$ cat config.mk
export PLATFORM = sky130hd
export DESIGN_NAME = mul_div_unit_flat
export DESIGN_NICKNAME = d
export VERILOG_FILES = /design/src/rtl/mul_div_unit_if.sv /design/src/rtl/mul_div_unit.sv /design/src/flat_wrapper.sv
export SDC_FILE = /design/constraint.sdc
export NUM_CORES = 1
export LEC_CHECK = 0
export ABC_AREA = 1
export CAP_MARGIN = 20
export CELL_PAD_IN_SITES_DETAIL_PLACEMENT = 1
export CELL_PAD_IN_SITES_GLOBAL_PLACEMENT = 1
export CORE_MARGIN = 4
export CORE_UTILIZATION = 39
export CTS_CLUSTER_DIAMETER = 40
export DETAILED_ROUTE_END_ITERATION = 10
export GPL_TIMING_DRIVEN = 0
export PLACE_DENSITY_LB_ADDON = 0.12
export SYNTH_ARGS = -nofsm -noshare
export SYNTH_HDL_FRONTEND = slang
export SYNTH_SLANG_ARGS = --single-unit
export TNS_END_PERCENT = 10
$ cat constraint.sdc
create_clock -name clk -period 3.34 [get_ports clk]
set_clock_uncertainty 0.15 [all_clocks]
set_input_delay 0.668 -clock clk [delete_from_list [all_inputs] [get_ports clk]]
set_output_delay 0.668 -clock clk [all_outputs]
set_load 0.03 [all_outputs]
$ cat src/rtl/mul_div_unit_if.sv
`default_nettype none
// ============================================================================
//  Module      : mul_div_unit_if
//  Description : Handshake and HI/LO bus between the EX stage and the
//                iterative multiply/divide unit.
//  Revision    : 1.0 - initial release
// ============================================================================
interface mul_div_unit_if;
    logic        start;
    logic [1:0]  op;
    logic [31:0] src_a;
    logic [31:0] src_b;
    logic        flush;
    logic        hi_we;
    logic        lo_we;
    logic [31:0] wdata;
    logic        busy;
    logic        done;
    logic        div_by_zero;
    logic [31:0] hi;
    logic [31:0] lo;

    // Pipeline / hazard side: issues requests, observes status and HI/LO.
    modport master (
        output start, op, src_a, src_b, flush, hi_we, lo_we, wdata,
        input  busy, done, div_by_zero, hi, lo
    );

    // Multiply/divide unit side.
    modport slave (
        input  start, op, src_a, src_b, flush, hi_we, lo_we, wdata,
        output busy, done, div_by_zero, hi, lo
    );
endinterface
`default_nettype wire

$ cat src/rtl/mul_div_unit.sv
`default_nettype none
// ============================================================================
//  Module      : mul_div_unit
//  Description : Iterative 32-bit MULT/MULTU/DIV/DIVU unit owning HI/LO.
//                32 shift-add / restoring-division iterations followed by a
//                single sign-fix cycle (34-cycle latency).
//                Optional macro MDU_SIGNED_EN enables signed MULT/DIV; when
//                undefined, MULT acts as MULTU and DIV as DIVU.
//  Revision    : 1.0 - initial release
// ============================================================================
module mul_div_unit (
    input  wire logic          clk,
    input  wire logic          rst,
    mul_div_unit_if.slave      bus
);

    localparam logic [1:0] c_IDLE = 2'd0;
    localparam logic [1:0] c_CALC = 2'd1;
    localparam logic [1:0] c_FIX  = 2'd2;

    logic [1:0]  r_state;
    logic [1:0]  w_state_next;
    logic [4:0]  r_cnt;
    logic        r_is_div;
    logic        r_dbz;
    logic [31:0] r_opnd;      // |A| for multiply (addend), |B| for divide (divisor)
    logic [63:0] r_acc;       // mult: {partial product, multiplier}; div: {remainder, dividend/quotient}
    logic        r_busy;
    logic        r_done;
    logic        r_dbz_out;
    logic [31:0] r_hi;
    logic [31:0] r_lo;

    logic        w_accept;
    logic [31:0] w_abs_a;
    logic [31:0] w_abs_b;
    logic        w_neg_q;     // product / quotient must be negated
    logic        w_neg_r;     // remainder must be negated
    logic        w_neg_q_in;
    logic        w_neg_r_in;

    assign w_accept = (r_state == c_IDLE) && bus.start && !bus.flush;

`ifdef MDU_SIGNED_EN
    logic r_neg_q;
    logic r_neg_r;
    logic w_signed;
    logic w_a_neg;
    logic w_b_neg;

    // MULT (0) and DIV (2) are the signed encodings.
    assign w_signed   = ~bus.op[0];
    assign w_a_neg    = w_signed & bus.src_a[31];
    assign w_b_neg    = w_signed & bus.src_b[31];
    assign w_abs_a    = w_a_neg ? (32'd0 - bus.src_a) : bus.src_a;
    assign w_abs_b    = w_b_neg ? (32'd0 - bus.src_b) : bus.src_b;
    assign w_neg_q_in = w_a_neg ^ w_b_neg;
    assign w_neg_r_in = w_a_neg;
    assign w_neg_q    = r_neg_q;
    assign w_neg_r    = r_neg_r;

    // Sign flags captured with the operands at accept.
    always_ff @(posedge clk) begin
        if (rst) begin
            r_neg_q <= 1'b0;
            r_neg_r <= 1'b0;
        end else if (w_accept) begin
            r_neg_q <= w_neg_q_in;
            r_neg_r <= w_neg_r_in;
        end
    end
`else
    assign w_abs_a    = bus.src_a;
    assign w_abs_b    = bus.src_b;
    assign w_neg_q_in = 1'b0;
    assign w_neg_r_in = 1'b0;
    assign w_neg_q    = 1'b0;
    assign w_neg_r    = 1'b0;
`endif

    // One iteration of shift-add multiply or restoring divide, plus final sign fix.
    logic [32:0] w_add;
    logic [32:0] w_shift;
    logic [31:0] w_sub;
    logic        w_ge;
    logic [63:0] w_step;
    logic [31:0] w_res_hi;
    logic [31:0] w_res_lo;
    logic [63:0] w_prod;

    always_comb begin
        w_add    = {1'b0, r_acc[63:32]} + {1'b0, (r_acc[0] ? r_opnd : 32'd0)};
        w_shift  = r_acc[63:31];
        w_ge     = (w_shift >= {1'b0, r_opnd});
        // When w_ge holds the true difference is below 2^32, so 32 bits suffice.
        w_sub    = w_shift[31:0] - r_opnd;
        w_step   = r_is_div ? {(w_ge ? w_sub : w_shift[31:0]), r_acc[30:0], w_ge}
                            : {w_add, r_acc[31:1]};
        w_prod   = w_neg_q ? (64'd0 - r_acc) : r_acc;
        w_res_hi = w_prod[63:32];
        w_res_lo = w_prod[31:0];
        if (r_is_div) begin
            // Divide by zero leaves the dividend in the remainder half, so the
            // sign-corrected remainder equals the captured src_a.
            w_res_hi = w_neg_r ? (32'd0 - r_acc[63:32]) : r_acc[63:32];
            w_res_lo = r_dbz   ? 32'hFFFF_FFFF
                               : (w_neg_q ? (32'd0 - r_acc[31:0]) : r_acc[31:0]);
        end
    end

    // State register.
    always_ff @(posedge clk) begin
        if (rst) r_state <= c_IDLE;
        else     r_state <= w_state_next;
    end

    // Next-state logic.
    always_comb begin
        w_state_next = r_state;
        case (r_state)
            c_IDLE:  if (w_accept) w_state_next = c_CALC;
            c_CALC: begin
                if (bus.flush)           w_state_next = c_IDLE;
                else if (r_cnt == 5'd31) w_state_next = c_FIX;
            end
            c_FIX:   w_state_next = c_IDLE;
            default: w_state_next = c_IDLE;
        endcase
    end

    // Datapath, HI/LO and registered status outputs.
    always_ff @(posedge clk) begin
        if (rst) begin
            r_cnt     <= 5'd0;
            r_is_div  <= 1'b0;
            r_dbz     <= 1'b0;
            r_opnd    <= 32'd0;
            r_acc     <= 64'd0;
            r_busy    <= 1'b0;
            r_done    <= 1'b0;
            r_dbz_out <= 1'b0;
            r_hi      <= 32'd0;
            r_lo      <= 32'd0;
        end else begin
            r_done    <= 1'b0;
            r_dbz_out <= 1'b0;
            case (r_state)
                c_IDLE: begin
                    if (bus.hi_we) r_hi <= bus.wdata;
                    if (bus.lo_we) r_lo <= bus.wdata;
                    if (w_accept) begin
                        r_is_div <= bus.op[1];
                        r_dbz    <= bus.op[1] && (bus.src_b == 32'd0);
                        r_opnd   <= bus.op[1] ? w_abs_b : w_abs_a;
                        r_acc    <= {32'd0, (bus.op[1] ? w_abs_a : w_abs_b)};
                        r_cnt    <= 5'd0;
                        r_busy   <= 1'b1;
                    end
                end
                c_CALC: begin
                    if (bus.flush) begin
                        r_busy <= 1'b0;
                    end else begin
                        r_acc <= w_step;
                        r_cnt <= r_cnt + 5'd1;
                    end
                end
                c_FIX: begin
                    r_busy <= 1'b0;
                    if (!bus.flush) begin
                        r_hi      <= w_res_hi;
                        r_lo      <= w_res_lo;
                        r_done    <= 1'b1;
                        r_dbz_out <= r_dbz;
                    end
                end
                default: r_busy <= 1'b0;
            endcase
        end
    end

    assign bus.busy        = r_busy;
    assign bus.done        = r_done;
    assign bus.div_by_zero = r_dbz_out;
    assign bus.hi          = r_hi;
    assign bus.lo          = r_lo;

endmodule
`default_nettype wire
$ cat src/flat_wrapper.sv
// flat-port wrapper written by rule: the top's interface ports become plain ports
module mul_div_unit_flat 
  (clk, rst, bus_start, bus_op, bus_src_a, bus_src_b, bus_flush, bus_hi_we, bus_lo_we, bus_wdata, bus_busy, bus_done, bus_div_by_zero, bus_hi, bus_lo);
  mul_div_unit_if bus_i ();
  input  wire logic clk;
  input  wire logic rst;
  input wire logic [$bits(bus_i.start)-1:0] bus_start;
  input wire logic [$bits(bus_i.op)-1:0] bus_op;
  input wire logic [$bits(bus_i.src_a)-1:0] bus_src_a;
  input wire logic [$bits(bus_i.src_b)-1:0] bus_src_b;
  input wire logic [$bits(bus_i.flush)-1:0] bus_flush;
  input wire logic [$bits(bus_i.hi_we)-1:0] bus_hi_we;
  input wire logic [$bits(bus_i.lo_we)-1:0] bus_lo_we;
  input wire logic [$bits(bus_i.wdata)-1:0] bus_wdata;
  output wire logic [$bits(bus_i.busy)-1:0] bus_busy;
  output wire logic [$bits(bus_i.done)-1:0] bus_done;
  output wire logic [$bits(bus_i.div_by_zero)-1:0] bus_div_by_zero;
  output wire logic [$bits(bus_i.hi)-1:0] bus_hi;
  output wire logic [$bits(bus_i.lo)-1:0] bus_lo;
  assign bus_i.start = bus_start;
  assign bus_i.op = bus_op;
  assign bus_i.src_a = bus_src_a;
  assign bus_i.src_b = bus_src_b;
  assign bus_i.flush = bus_flush;
  assign bus_i.hi_we = bus_hi_we;
  assign bus_i.lo_we = bus_lo_we;
  assign bus_i.wdata = bus_wdata;
  assign bus_busy = bus_i.busy;
  assign bus_done = bus_i.done;
  assign bus_div_by_zero = bus_i.div_by_zero;
  assign bus_hi = bus_i.hi;
  assign bus_lo = bus_i.lo;
  mul_div_unit u_core (.clk(clk), .rst(rst), .bus(bus_i));
endmodule
=== After elaboration in Yosys (flattened, before gate mapping) ===
Index checks and enable logic that the tools add are counted.

* Muxes and demuxes: 27
* Reductions and logical operators: 16
* Equality and inequality tests: 10
* Magnitude comparators: 1
* Add/sub/neg operators: 3
* Bitwise logic cells: 1

{| class="wikitable"
|+ Operators with widths
! kind !! count
|-
| $mux 32 || 10
|-
| $mux 64 || 3
|-
| $pmux 32 s2 || 2
|-
| $pmux 64 s2 || 1
|-
| $add 32x32->33 || 1
|-
| $ge 33x32->1 || 1
|-
| $logic_not 32->1 || 1
|-
| $sub 32x32->32 || 1
|-
| $mux 5 || 2
|-
| $ne 2x2->1 const B || 5
|-
| $pmux 5 s2 || 1
|-
| $reduce_and 3->1 || 3
|-
| $mux 2 || 3
|-
| $reduce_and 2->1 || 3
|-
| $add 5x1->5 const B || 1
|-
| $eq 5x5->1 const B || 1
|-
| $pmux 2 s2 || 1
|-
| $reduce_bool 2->1 || 2
|-
| $logic_and 1x1->1 || 3
|-
| $mux 1 || 3
|-
| $ne 3x2->1 const B || 1
|-
| $reduce_or 3->1 || 1
|-
| $eq 2x1->1 const B || 1
|-
| $eq 2x2->1 const B || 1
|-
| other kinds (6) || 6
|}

* Output and inout bits: 67
* Bits of input ports: 104
* Flip-flop bits (word level): 172

=== Longest topological paths before layout ===
* Depth after elaboration: 5
* Depth in mapped cells: 21

=== Worst setup path after synthesis ===
OpenSTA, ideal clock, no wires.

* Path kind: flip-flop to flip-flop
* Start: register u_core.r_acc[0]
* End: register u_core.r_acc[57]
* Clock period less this slack: 2.419 ns
* Setup slack: 0.921 ns
* Cell stages (with the launch flop): 21
* Data arrival time: 2.137 ns
* Path buffers: 1
* Path through: dfxtp_1 > clkbuf_1 > nand2_1 > inv_1 > ha_1 > inv_1 > fa_1 > inv_1 > nand3_1 > nand3_1 > nand2_1 > nand2_1 > nand2_1 > nand2_1 > nand2_1 > nand3_1 > nand3_1 > nand2_1 > inv_1 > nand2_1 > a21oi_1

* Word-level cells in the longest chain between the ends: 5

{| class="wikitable"
|+ RTL lines
! element !! line !! RTL
|-
| from (decl) || mul_div_unit.sv:27 || <nowiki>logic [63:0] r_acc;</nowiki>
|-
| from (signal assigned) || mul_div_unit.sv:155 || <nowiki>r_acc <= {32'd0, (bus.op[1] ? w_abs_a : w_abs_b)};</nowiki>
|-
| from (signal assigned) || mul_div_unit.sv:164 || <nowiki>r_acc <= w_step;</nowiki>
|-
| $mux 32 || mul_div_unit.sv:92 || <nowiki>w_add = {1'b0, r_acc[63:32]} + {1'b0, (r_acc[0] ? r_opnd : 32'd0)};</nowiki>
|-
| $add 32x32->33 || mul_div_unit.sv:92 ||
|-
| $mux 64 || mul_div_unit.sv:97 || <nowiki>w_step = r_is_div ? {(w_ge ? w_sub : w_shift[31:0]), r_acc[30:0], w_ge}</nowiki>
|-
| $mux 64 || mul_div_unit.sv:161 || <nowiki>if (bus.flush) begin</nowiki>
|-
| $pmux 64 s2 || mul_div_unit.sv:147 || <nowiki>case (r_state)</nowiki>
|}

No other way between the ends. The select of a mux whose other input is x is not followed.
A chain may end at the register's enable or synchronous reset.

=== Worst setup path in the final report ===
Same ends and word-level chain as after synthesis.

==> impl_results.md <==
- Via-to-Cell Ratio: 5.71
- Max Cap Viol: 0
- Core Area: 0.0329 mm²
- Cell Int Power: 3.95 mW
- Asr flop ratio synth: 0%
- Syn. warnings: 0
- Avg Inst Size Synth: 5.95 µm²
- Diode count: 0
- Worst Path Arrival: 3.31 ns
- RSZ-0062 raised after global routing: true
- Yosys top cell area share: 26.2%
- Pre-antenna DRT Iters: 8
- #FFs+latches synth: 172
- First-pass GRT wire length: 98.2 mm
- Tcrit/Tclk final: 94.5%
- Most frequent cell after synthesis: nand2_1
- Number of global-route vias before repair: 16600
- Starting Density: 40.0%
- Routed len/inst: 23.1 µm
- Logic pwr share: 28.2%
- CP Launch Type: register
- Leak: 7.25 nW
- DR vias: 16300
- Clk_lat worst skew: 0.46 ns
- Part of the power in registers: 37.2%
- Hold slack: 0.339 ns
- Pin slew with the least headroom to its limit: 0.990 ns
- Clk sinks: 172
- Fmax: 0.317 GHz
- Mapped Area: 0.0131 mm²
- Nets: 2566
- Max Slew Vio Count: 0
- Grt met1 use: 42.9%
- Synth-to-layout area growth: 21.8%
- GPL Wtd Cong: 1.01
- Post-route minimum period: 3.16 ns
- Die ar.: 0.0367 mm²
- Clock power share: 34.7%
- Crit path max fanout: 7
- Hold Fails Final Rpt: 0
- Largest area contributor in the netlist: dfxtp_1
- Initial antenna violation count: 0
- Post-synth top flop: dfxtp_1
- Met3 Use GR: 5.92%
- CTS tree: built
- Busiest grt layer: met2
- Slew headroom: 34.0%
- Layout fillers: 4595
- Crit end category: register
- Seq. cell area: 0.00345 mm²
- Setup TNS: 0 ns
- DP Area: 0.0154 mm²
- Net switching power: 2.20 mW
- Syn nets: 2379
- Total setup buffers inserted after CTS: 0
- CP Class: register to register
- Chip height: 192 µm
- Largest net degree at the start of global routing: 17
- DRC: 0
- Cells after Synth: 2207
- Commonest cells post-synth: nand2_1 (598), inv_1 (288), o21ai_0 (236), nor2_1 (232), dfxtp_1 (172)
- Multi-input gate area: 0.00817 mm²
- Fin util: 48.7%
- # IOs: 171
- Worst Path Buf+Inv: 4
- Fraction of layout cells with a size suffix above 1: 3.78%
- GRT Resource Usage Total: 35.0%
- Port bufs: 169
- CP required: 3.50 ns
- CP max stage delay: 0.46 ns
- HPWL Detailed: 54.9 mm
- Crit-path cells: nand2_1 -> inv_1 -> ha_1 -> inv_1 -> fa_1 -> inv_1 -> nand3_1 -> nand3_2 -> nand2_1 -> nand2_2 -> nand2_1 -> nand2_1 -> nand2_1 -> nand3_1 -> nand3_1 -> nand2_1 -> inv_1 -> nand2_1 -> a21oi_1
- CP max stage cell: dfxtp_2
- ANT nets after route: 0
- Final instance area: 0.0160 mm²
- Worst VDD drop: 0.232 mV
- Synth top area cells: dfxtp_1 (26%), nand2_1 (17%), o21ai_0 (9.0%), inv_1 (8.2%), nor2_1 (6.6%)
- CTS root buf: clkbuf_16
- Final setup vio count: 0
- Most numerous cell on the critical path: nand2_1
- H-Tree Depth: 4
- EDFF count, synth: 0
- DRT iter0 DRCs: 1299
- Total wire length: 65.7 mm
- Cell Pwr Density: 384 mW/mm²
- Status: complete, no violations
- Worst min path class: register to register
- Die Width: 192 µm
- Delay-heaviest family, CP: simple AND/OR/NAND/NOR gates
- Cell Rows: 66
- Cts bufs inserted: 17
- Clock slew at reported path FFs: 0.07 ns
- Register area share after synthesis: 26.2%
- Grt met2 use: 60.1%
- Bufs on Longest Clock Path: 2
- Total congestion overflow: 0
- Count of cell types in the netlist: 42
- Sw Share: 35.8%
## cells in the final DEF, fill, tap and decap left out, types with 17 or more instances in the layout
cell type and instances:
nor2_1 232, nand3_1 145, clkbuf_16 17, ha_1 66, inv_1 288, a31oi_1 96, dfxtp_1 170, o32ai_1 20
nand2_1 597, nand4_1 17, clkbuf_1 80, clkdlybuf4s50_1 169, o21ai_0 236, a21oi_1 110
## routing by layer
metal | vias up | share of wire [%]
li1 | 7605 | -
met1 | 7845 | 41
met2 | 651 | 46
met4 | 0 | 5.2
met5 | - | 0
met3 | 172 | 7.4
## worst paths after layout
kind                                 startpoint                      to  cells after the start  slack [ns]
worst max-delay path            u_core.r_acc[0]        u_core.r_acc[57]                     19        0.18
worst min-delay path               u_core.r_dbz  u_core.bus.div_by_zero                      2        0.34
worst max register to register  u_core.r_acc[0]        u_core.r_acc[57]                     19        0.18
worst min register to register     u_core.r_dbz  u_core.bus.div_by_zero                      2        0.34
## per-stage QoR
| step | power (mW) | instances | setup WS [ns] |
|---|---|---|---|
| after floorplan | 3.29 | 2207 | 0.921 |
| after global placement | 3.99 | 2818 | -0.150 |
| after detailed placement | 4.03 | 2818 | -0.227 |
| after CTS | 6.12 | 2848 | 0.0239 |
| after global routing | 6.37 | 2848 | -0.00760 |
| final | 6.15 | 2848 | 0.182 |
## cell families after synthesis
group / Yosys count / share of synthesized area, %
buf+inv: 398 / 11.7
xor+xnor: 16 / 1.07
compound gates: 493 / 20.8
fa+ha+maj: 68 / 6.59
flops: 172 / 26.2
simple gates: 1060 / 33.7
## layout make-up
class / count / share of cell area (%)
repair buffers: 169 / 10.6
inverters: 295 / 6.92
plain buffers: 102 / 2.67
clock inverters: 14 / 1.14
multi-input cells: 1637 / 51.1
clock buffers: 17 / 2.66
flip-flops and latches: 172 / 21.5
well taps: 442 / 3.46
## power groups by stage
stage                     Combinational [mW]  Sequential (mW)  Clock (mW)
after floorplan                        0.878             2.41           0
after global placement                  1.67             2.32           0
after detailed placement                1.70             2.32           0
after CTS                               1.71             2.28        2.12
after global routing                    1.87             2.30        2.21
final                                   1.73             2.29        2.13
## worst min-delay path: stages, from the launching register on
cell and delay, ns:
dfxtp_1 0.31, inv_1 0.08, nor3_1 0.05
## sequential cells by signal, summed over array words and instances, names as in the netlist
| name | flops |
|---|---|
| u_core.r_state | 2 |
| u_core.r_is_div | 1 |
| u_core.bus.div_by_zero | 1 |
| u_core.bus.lo | 32 |
| u_core.r_dbz | 1 |
| u_core.bus.hi | 32 |
| u_core.bus.done | 1 |
| u_core.r_cnt | 5 |
| u_core.bus.busy | 1 |
| u_core.r_opnd | 32 |
| u_core.r_acc | 64 |
## what timing repair did
action                     CTS  global route
hold buffers                 0             0
pin swaps                    0             0
setup endpoints to repair   14            11
gates resized for setup      2             7
Power figures use the tool's default switching activity.
